File: config.mk
export PLATFORM = sky130hd
export DESIGN_NAME = vs10xx_stream_ctrl
export DESIGN_NICKNAME = d
export VERILOG_FILES = /design/src/rtl/vs10xx_stream_ctrl.sv
export SDC_FILE = /design/constraint.sdc
export NUM_CORES = 1
export LEC_CHECK = 0
export CAP_MARGIN = 20
export CORE_AREA = 2 2 132 134
export DETAILED_ROUTE_END_ITERATION = 10
export DIE_AREA = 0 0 134 136
export PLACE_DENSITY_LB_ADDON = 0.25
export SLEW_MARGIN = 20
export SYNTH_ARGS = -nofsm -noshare
export SYNTH_HDL_FRONTEND = slang
export SYNTH_SLANG_ARGS = --single-unit
File: constraint.sdc
create_clock -name clk -period 2.57 [get_ports clk]
set_clock_uncertainty 0.1 [all_clocks]
set_input_delay 0.3855 -clock clk [delete_from_list [all_inputs] [get_ports clk]]
set_output_delay 0.3855 -clock clk [all_outputs]
set_load 0.03 [all_outputs]
File: src/rtl/vs10xx_stream_ctrl.sv
// vs10xx_stream_ctrl
//   VS10xx MP3 decoder driver. Hardware-resets the codec, sends the SCI init
//   sequence (mode reset, volume, mode run) and then streams one of NUM_TRACKS
//   ROM-resident tracks over SDI. Volume changes are written between frames.
//   Supports pause and wraps at the end of a track with a one-cycle done pulse.
// Ports
//   clk, RST        system clock, synchronous active-low reset
//   track_sel       selected track (out-of-range values play track 0)
//   pause           level, stops streaming after the current frame
//   vol             SCI_VOL value {left, right}
//   mem_addr        ROM address shared by all tracks
//   mem_data        ROM outputs, track k at [k*WORD_W +: WORD_W], 1-cycle latency
//   MP3_RST         codec xRESET (active-low)
//   MP3_CS/MP3_DCS  codec SCI/SDI selects (active-low)
//   MP3_MOSI        serial data, MSB first
//   MP3_SCLK        serial clock, idle low
//   MP3_DREQ        codec data request (asynchronous)
//   track_done      one-cycle pulse after the last word of a track is sent
//   busy            high unless idle or paused
module vs10xx_stream_ctrl #(
    parameter int unsigned NUM_TRACKS  = 7,
    parameter int unsigned TRK_W       = 3,
    parameter int unsigned ADDR_W      = 17,
    parameter int unsigned WORD_W      = 32,
    parameter int unsigned TRACK_WORDS = 131072,
    parameter int unsigned SCLK_DIV    = 50,
    parameter int unsigned RST_HOLD    = 1000000,
    parameter logic [15:0] MODE_RESET  = 16'h0804,
    parameter logic [15:0] MODE_RUN    = 16'h0800
) (
    input  logic                         clk,
    input  logic                         RST,
    input  logic [TRK_W-1:0]             track_sel,
    input  logic                         pause,
    input  logic [15:0]                  vol,
    output logic [ADDR_W-1:0]            mem_addr,
    input  logic [NUM_TRACKS*WORD_W-1:0] mem_data,
    output logic                         MP3_RST,
    output logic                         MP3_CS,
    output logic                         MP3_DCS,
    output logic                         MP3_MOSI,
    output logic                         MP3_SCLK,
    input  logic                         MP3_DREQ,
    output logic                         track_done,
    output logic                         busy
);

    localparam int unsigned SH_W   = (WORD_W > 32) ? WORD_W : 32;
    localparam int unsigned HALF_W = $clog2(2 * SH_W + 1);
    localparam int unsigned DIV_W  = $clog2(SCLK_DIV);
    localparam int unsigned HOLD_W = $clog2(RST_HOLD + 1);

    localparam logic [DIV_W-1:0]  DIV_LAST   = DIV_W'(SCLK_DIV - 1);
    localparam logic [HOLD_W-1:0] HOLD_LAST  = HOLD_W'(RST_HOLD - 1);
    localparam logic [ADDR_W-1:0] LAST_ADDR  = ADDR_W'(TRACK_WORDS - 1);
    localparam logic [HALF_W-1:0] SCI_HALVES = HALF_W'(64);
    localparam logic [HALF_W-1:0] SDI_HALVES = HALF_W'(2 * WORD_W);

    typedef enum logic [2:0] {
        HWRST,
        WAITREQ,
        INIT,
        IDLE,
        PAUSED,
        XFER,
        GAP
    } state_t;

    state_t state, state_n;

    logic [TRK_W-1:0]  trk_q;
    logic              trk_chg;
    logic              dreq_meta, dreq_s;
    logic [HOLD_W-1:0] hold_cnt;
    logic [DIV_W-1:0]  div_cnt;
    logic [HALF_W-1:0] half_cnt;
    logic [SH_W-1:0]   shreg;
    logic              is_sdi;
    logic [1:0]        init_idx;
    logic [15:0]       vol_shadow;
    logic [WORD_W-1:0] rom_word;
    logic [31:0]       sci_word;
    logic              start_sci, start_sdi, vol_take;
    logic              div_end, frame_end, vol_pend;

    // A track change restarts the codec exactly like RST, keeping the volume.
    assign trk_chg   = (track_sel != trk_q);
    assign vol_pend  = (vol != vol_shadow);
    assign div_end   = (div_cnt == DIV_LAST);
    assign frame_end = (state == XFER) && div_end &&
                       (half_cnt == (is_sdi ? SDI_HALVES : SCI_HALVES));

    always_comb begin
        int unsigned sel;
        sel      = (32'(trk_q) < NUM_TRACKS) ? 32'(trk_q) : 0;
        rom_word = '0;
        for (int unsigned k = 0; k < NUM_TRACKS; k++) begin
            if (sel == k) rom_word = mem_data[k*WORD_W +: WORD_W];
        end
    end

    always_ff @(posedge clk) begin
        trk_q <= track_sel;
        if (!RST) begin
            dreq_meta <= 1'b0;
            dreq_s    <= 1'b0;
        end else begin
            dreq_meta <= MP3_DREQ;
            dreq_s    <= dreq_meta;
        end
    end

    // State register
    always_ff @(posedge clk) begin
        if (!RST || trk_chg) state <= HWRST;
        else                 state <= state_n;
    end

    // Next-state logic and frame launch decisions
    always_comb begin
        state_n   = state;
        start_sci = 1'b0;
        start_sdi = 1'b0;
        vol_take  = 1'b0;
        sci_word  = '0;
        case (state)
            HWRST:   if (hold_cnt == HOLD_LAST) state_n = WAITREQ;
            WAITREQ: if (dreq_s) state_n = INIT;
            INIT: begin
                if (dreq_s) begin
                    start_sci = 1'b1;
                    state_n   = XFER;
                    case (init_idx)
                        2'd0:    sci_word = {8'h02, 8'h00, MODE_RESET};
                        2'd1:    sci_word = {8'h02, 8'h0B, vol_shadow};
                        default: sci_word = {8'h02, 8'h00, MODE_RUN};
                    endcase
                end
            end
            IDLE: begin
                if (vol_pend) begin
                    start_sci = 1'b1;
                    vol_take  = 1'b1;
                    sci_word  = {8'h02, 8'h0B, vol};
                    state_n   = XFER;
                end else if (pause) begin
                    state_n = PAUSED;
                end else if (dreq_s) begin
                    start_sdi = 1'b1;
                    state_n   = XFER;
                end
            end
            PAUSED: begin
                if (vol_pend) begin
                    start_sci = 1'b1;
                    vol_take  = 1'b1;
                    sci_word  = {8'h02, 8'h0B, vol};
                    state_n   = XFER;
                end else if (!pause) begin
                    state_n = IDLE;
                end
            end
            XFER: if (frame_end) state_n = GAP;
            // init_idx reaches 3 only once the last init write has launched
            GAP:  if (div_end) state_n = (init_idx == 2'd3) ? IDLE : INIT;
            default: state_n = HWRST;
        endcase
    end

    // Datapath: reset hold counter, bit timing, shifter, ROM address
    always_ff @(posedge clk) begin
        if (!RST || trk_chg) begin
            hold_cnt   <= '0;
            div_cnt    <= '0;
            half_cnt   <= '0;
            shreg      <= '0;
            is_sdi     <= 1'b0;
            init_idx   <= '0;
            mem_addr   <= '0;
            track_done <= 1'b0;
        end else begin
            track_done <= 1'b0;
            if (state == HWRST) hold_cnt <= hold_cnt + HOLD_W'(1);
            if (start_sci || start_sdi) begin
                div_cnt  <= '0;
                half_cnt <= '0;
                is_sdi   <= start_sdi;
                // Left-align the word so the MSB is always at the shifter top.
                shreg    <= start_sdi ? (SH_W'(rom_word) << (SH_W - WORD_W))
                                      : (SH_W'(sci_word) << (SH_W - 32));
                if (state == INIT) init_idx <= init_idx + 2'd1;
            end else if (state == XFER) begin
                if (div_end) begin
                    div_cnt <= '0;
                    if (frame_end) half_cnt <= '0;
                    else           half_cnt <= half_cnt + HALF_W'(1);
                    // Odd halves are SCLK high; leaving one is the falling edge.
                    if (half_cnt[0]) shreg <= shreg << 1;
                    if (frame_end && is_sdi) begin
                        if (mem_addr == LAST_ADDR) begin
                            mem_addr   <= '0;
                            track_done <= 1'b1;
                        end else begin
                            mem_addr <= mem_addr + ADDR_W'(1);
                        end
                    end
                end else begin
                    div_cnt <= div_cnt + DIV_W'(1);
                end
            end else if (state == GAP) begin
                div_cnt <= div_end ? '0 : div_cnt + DIV_W'(1);
            end
        end
    end

    always_ff @(posedge clk) begin
        if (!RST)                     vol_shadow <= 16'hF0F0;
        else if (vol_take && !trk_chg) vol_shadow <= vol;
    end

    // Output decode
    always_comb begin
        MP3_RST  = 1'b1;
        MP3_CS   = 1'b1;
        MP3_DCS  = 1'b1;
        MP3_SCLK = 1'b0;
        MP3_MOSI = 1'b0;
        busy     = 1'b1;
        case (state)
            HWRST: MP3_RST = 1'b0;
            XFER: begin
                MP3_CS   = is_sdi;
                MP3_DCS  = !is_sdi;
                MP3_SCLK = half_cnt[0];
                MP3_MOSI = shreg[SH_W-1];
            end
            IDLE, PAUSED: busy = 1'b0;
            default: ;
        endcase
    end

endmodule

==> results_dict.tcl <==
set metrics [dict create \
    yosysTopAreaCell "dfxtp_1" \
    ys_ff_latch 110 \
    die_w_um 134 \
    syn_nets 1178 \
    nNetsFinal 1457 \
    antenna_found_initial 2 \
    clk_latency_ns 0.36 \
    drive_above_1_share_pct 13.5 \
    cts_resized 3 \
    postCtsHoldBufs 0 \
    synth_area_leaders "dfxtp_1 29%, mux4_2 8.0%, nand2_1 6.1%" \
    critPathTopFamily "buffers and inverters" \
    critical-path-max-stage-delay_ns 0.69 \
    power_uw 4150 \
    crit_buf_inv 1 \
    reg2reg_from "trk_q[0]$_DFF_P_" \
    worstPathRequired_ns 2.08 \
    synthCells 921 \
    maxCapViolations 0 \
    clockRootBuffer "clkbuf_16" \
    clock-sinks 110 \
    cp-end-kind "primary output" \
    cts.htree.levels 3 \
    clk_pin_slew_ns 0.07 \
    p_seq_share_pct 41.4 \
    first_iter_violations 558 \
    ios 271 \
    routed_wl_um 25700 \
    power.leakage_uw 0.00390 \
    drt-pass1-iter-count 5 \
    period_share_pct 94.6 \
    cp_slowest_cell "clkdlybuf4s50_1" \
    cts_buffers 9 \
    synth_cell_types 72 \
    totalNegativeSetupSlack_ns 0 \
    place.gp.congestion 0.911 \
    synth_warnings 0 \
    cp_num_cells 3 \
    seq_area_frac_synth_pct 28.9 \
    drcViolationCount 0 \
    path_class "register to primary output" \
    area_growth_pct 46.6 \
    synth_flop_cell "dfxtp_1" \
    status "completed" \
    avgRoutedWirePerCell_um 18.0 \
    grt_max_degree 62 \
    holdPathStages 1 \
    ant_nets 0 \
    startpoint_type "register" \
    worst_pin_slew_ns 0.793 \
    switching_share_pct 24.3 \
    power_frac_comb_pct 20.8 \
    syn_area_um2 7620 \
    setup_viol 0 \
    power_density_nw_per_um2 372 \
    rows 48 \
    p_clk_share_pct 37.7 \
    cts.path.max_buffers 2 \
    p_int_uw 3140 \
    rsz0062_at_grt "false" \
    ff2ff_path_depth 7 \
    hold_class "register to register" \
    max_clock_freq_mhz 411 \
    arrival_ns 1.95 \
    globalRoute.totalOverflow 0 \
    vdd_drop_max_mv 0.302 \
    min_period_ns 2.43 \
    relSlewSlack_pct 47.1 \
    holdCritStartpoint "dreq_meta$_SDFF_PN0_" \
    worstSetupStartpoint "state[0]$_SDFFE_PP0P_" \
    finalMaxSlewViolations 0 \
    grt_usage_pct 28.4 \
    crit_chain "and3b_1 -> and2_1 -> clkdlybuf4s50_1" \
    avgSynthCellArea_um2 8.27 \
    post_cts_buffers 0 \
    hold_slack_ns 0.350 \
    post-dp-hpwl_um 20600 \
    die_y_um 136 \
    grt_pass1_wl_um 40600 \
    routed_via_density 5.61 \
    n_antenna_cell 0 \
    core_area_um2 16900 \
    path_max_fanout 8 \
    initial_utilization_pct 45.1 \
    finalHoldViolations 0 \
    cts_tree "built" \
    synth_top_area_share_pct 28.9 \
    num-fill-cells 1447 \
    die_area_um2 18200 \
    portBuffers 270 \
    power_switching_uw 1010 \
    grt_pass1_vias 7796 \
    async_reset_ff_share_pct 0 \
    synth_edf_count 0 \
    vias 8025 \
]
-- cell families (layout without fill, tap and decap cells) --
| logic type | Yosys count | count (layout) | synth area share [%] |
|---|---|---|---|
| and+or+nand+nor | 372 | 372 | 23.6 |
| muxes | 86 | 86 | 16.3 |
| AOI/OAI and AO/OA | 207 | 207 | 18.1 |
| adders and majority gates | 10 | 10 | 1.64 |
| buffers and inverters | 81 | 365 | 5.13 |
| DFF | 110 | 110 | 28.9 |
| xor gates and xnor gates | 55 | 55 | 6.32 |
-- cells in the final DEF, fill, tap and decap left out, types with 12 or more instances in the layout --
master | netlist | layout
a21oi_1 | 51 | 51
buf_4 | 9 | 55
clkdlybuf4s50_1 | 0 | 269
dfxtp_1 | 110 | 105
inv_1 | 18 | 18
mux2_2 | 24 | 24
mux2i_1 | 34 | 34
mux4_2 | 27 | 27
nand2_1 | 123 | 122
nand3_1 | 37 | 37
nand4_1 | 12 | 12
nor2_1 | 102 | 102
nor2b_1 | 17 | 17
nor3_1 | 12 | 12
o21ai_0 | 36 | 36
o22ai_1 | 23 | 23
xor2_1 | 44 | 44
-- layout make-up --
cell class | count | area, um^2 | area share, %
Multi-Input combinational cell | 730 | 5050 | 45.2
Clock inverter | 7 | 109 | 0.975
Clock buffer | 9 | 225 | 2.02
Sequential cell | 110 | 2210 | 19.8
Tap cell | 225 | 282 | 2.52
Timing Repair Buffer | 330 | 3210 | 28.8
Inverter | 19 | 71.3 | 0.639
-- Yosys cell counts (all sizes together) (14+ instances only) --
| master | count |
|---|---|
| nor2 | 104 |
| mux4 | 27 |
| o22ai | 23 |
| nand3 | 38 |
| xor2 | 44 |
| a21oi | 54 |
| mux2i | 35 |
| o21ai | 38 |
| clkbuf | 30 |
| buf | 32 |
| nor3 | 14 |
| nand2 | 124 |
| dfxtp | 110 |
| mux2 | 24 |
| inv | 18 |
| nor2b | 17 |
-- power by group through the flow --
stage	Clock (uW)	Sequential (uW)	Combinational, uW
6_report	1570	1720	864
2_1_floorplan	0	1750	341
3_5_place_dp	0	1760	858
5_1_grt	1660	1720	923
4_1_cts	1600	1720	861
3_3_place_gp	0	1760	852
-- final timing paths --
| path | to | slack, ns |
|---|---|---|
| worst min-delay path | dreq_s$_SDFF_PN0_ | 0.35 |
| worst min register to register | dreq_s$_SDFF_PN0_ | 0.35 |
| worst max register to register | shreg[12]$_SDFFE_PP0P_ | 0.19 |
| worst max-delay path | MP3_MOSI | 0.14 |
-- registers in the layout, indices dropped and copies added (netlist names), 2 cells and up --
register / count
div_cnt: 6
vol_shadow: 16
half_cnt: 7
init_idx: 2
mem_addr: 17
hold_cnt: 20
state: 3
shreg: 32
trk_q: 3
-- per-layer routing --
layer,part of all wire (%),vias up,global-route usage (%)
li1,-,3904,-
met1,43,3777,36.1
met2,48,304,48.3
met3,6.7,38,6.49
met4,2.2,2,7.98
met5,0.043,-,0
-- stage by stage --
step	utilization [%]	setup slack, ns	cells	area [um^2]
floorplan	-	0.182	921	7620
finish	66.1	0.138	1430	11200
global placement	64.0	-0.249	1414	10800
detailed placement	64.0	-0.242	1414	10800
CTS	66.0	0.113	1430	11100
global route	66.1	0.0157	1430	11200
Power figures use the tool's default switching activity.
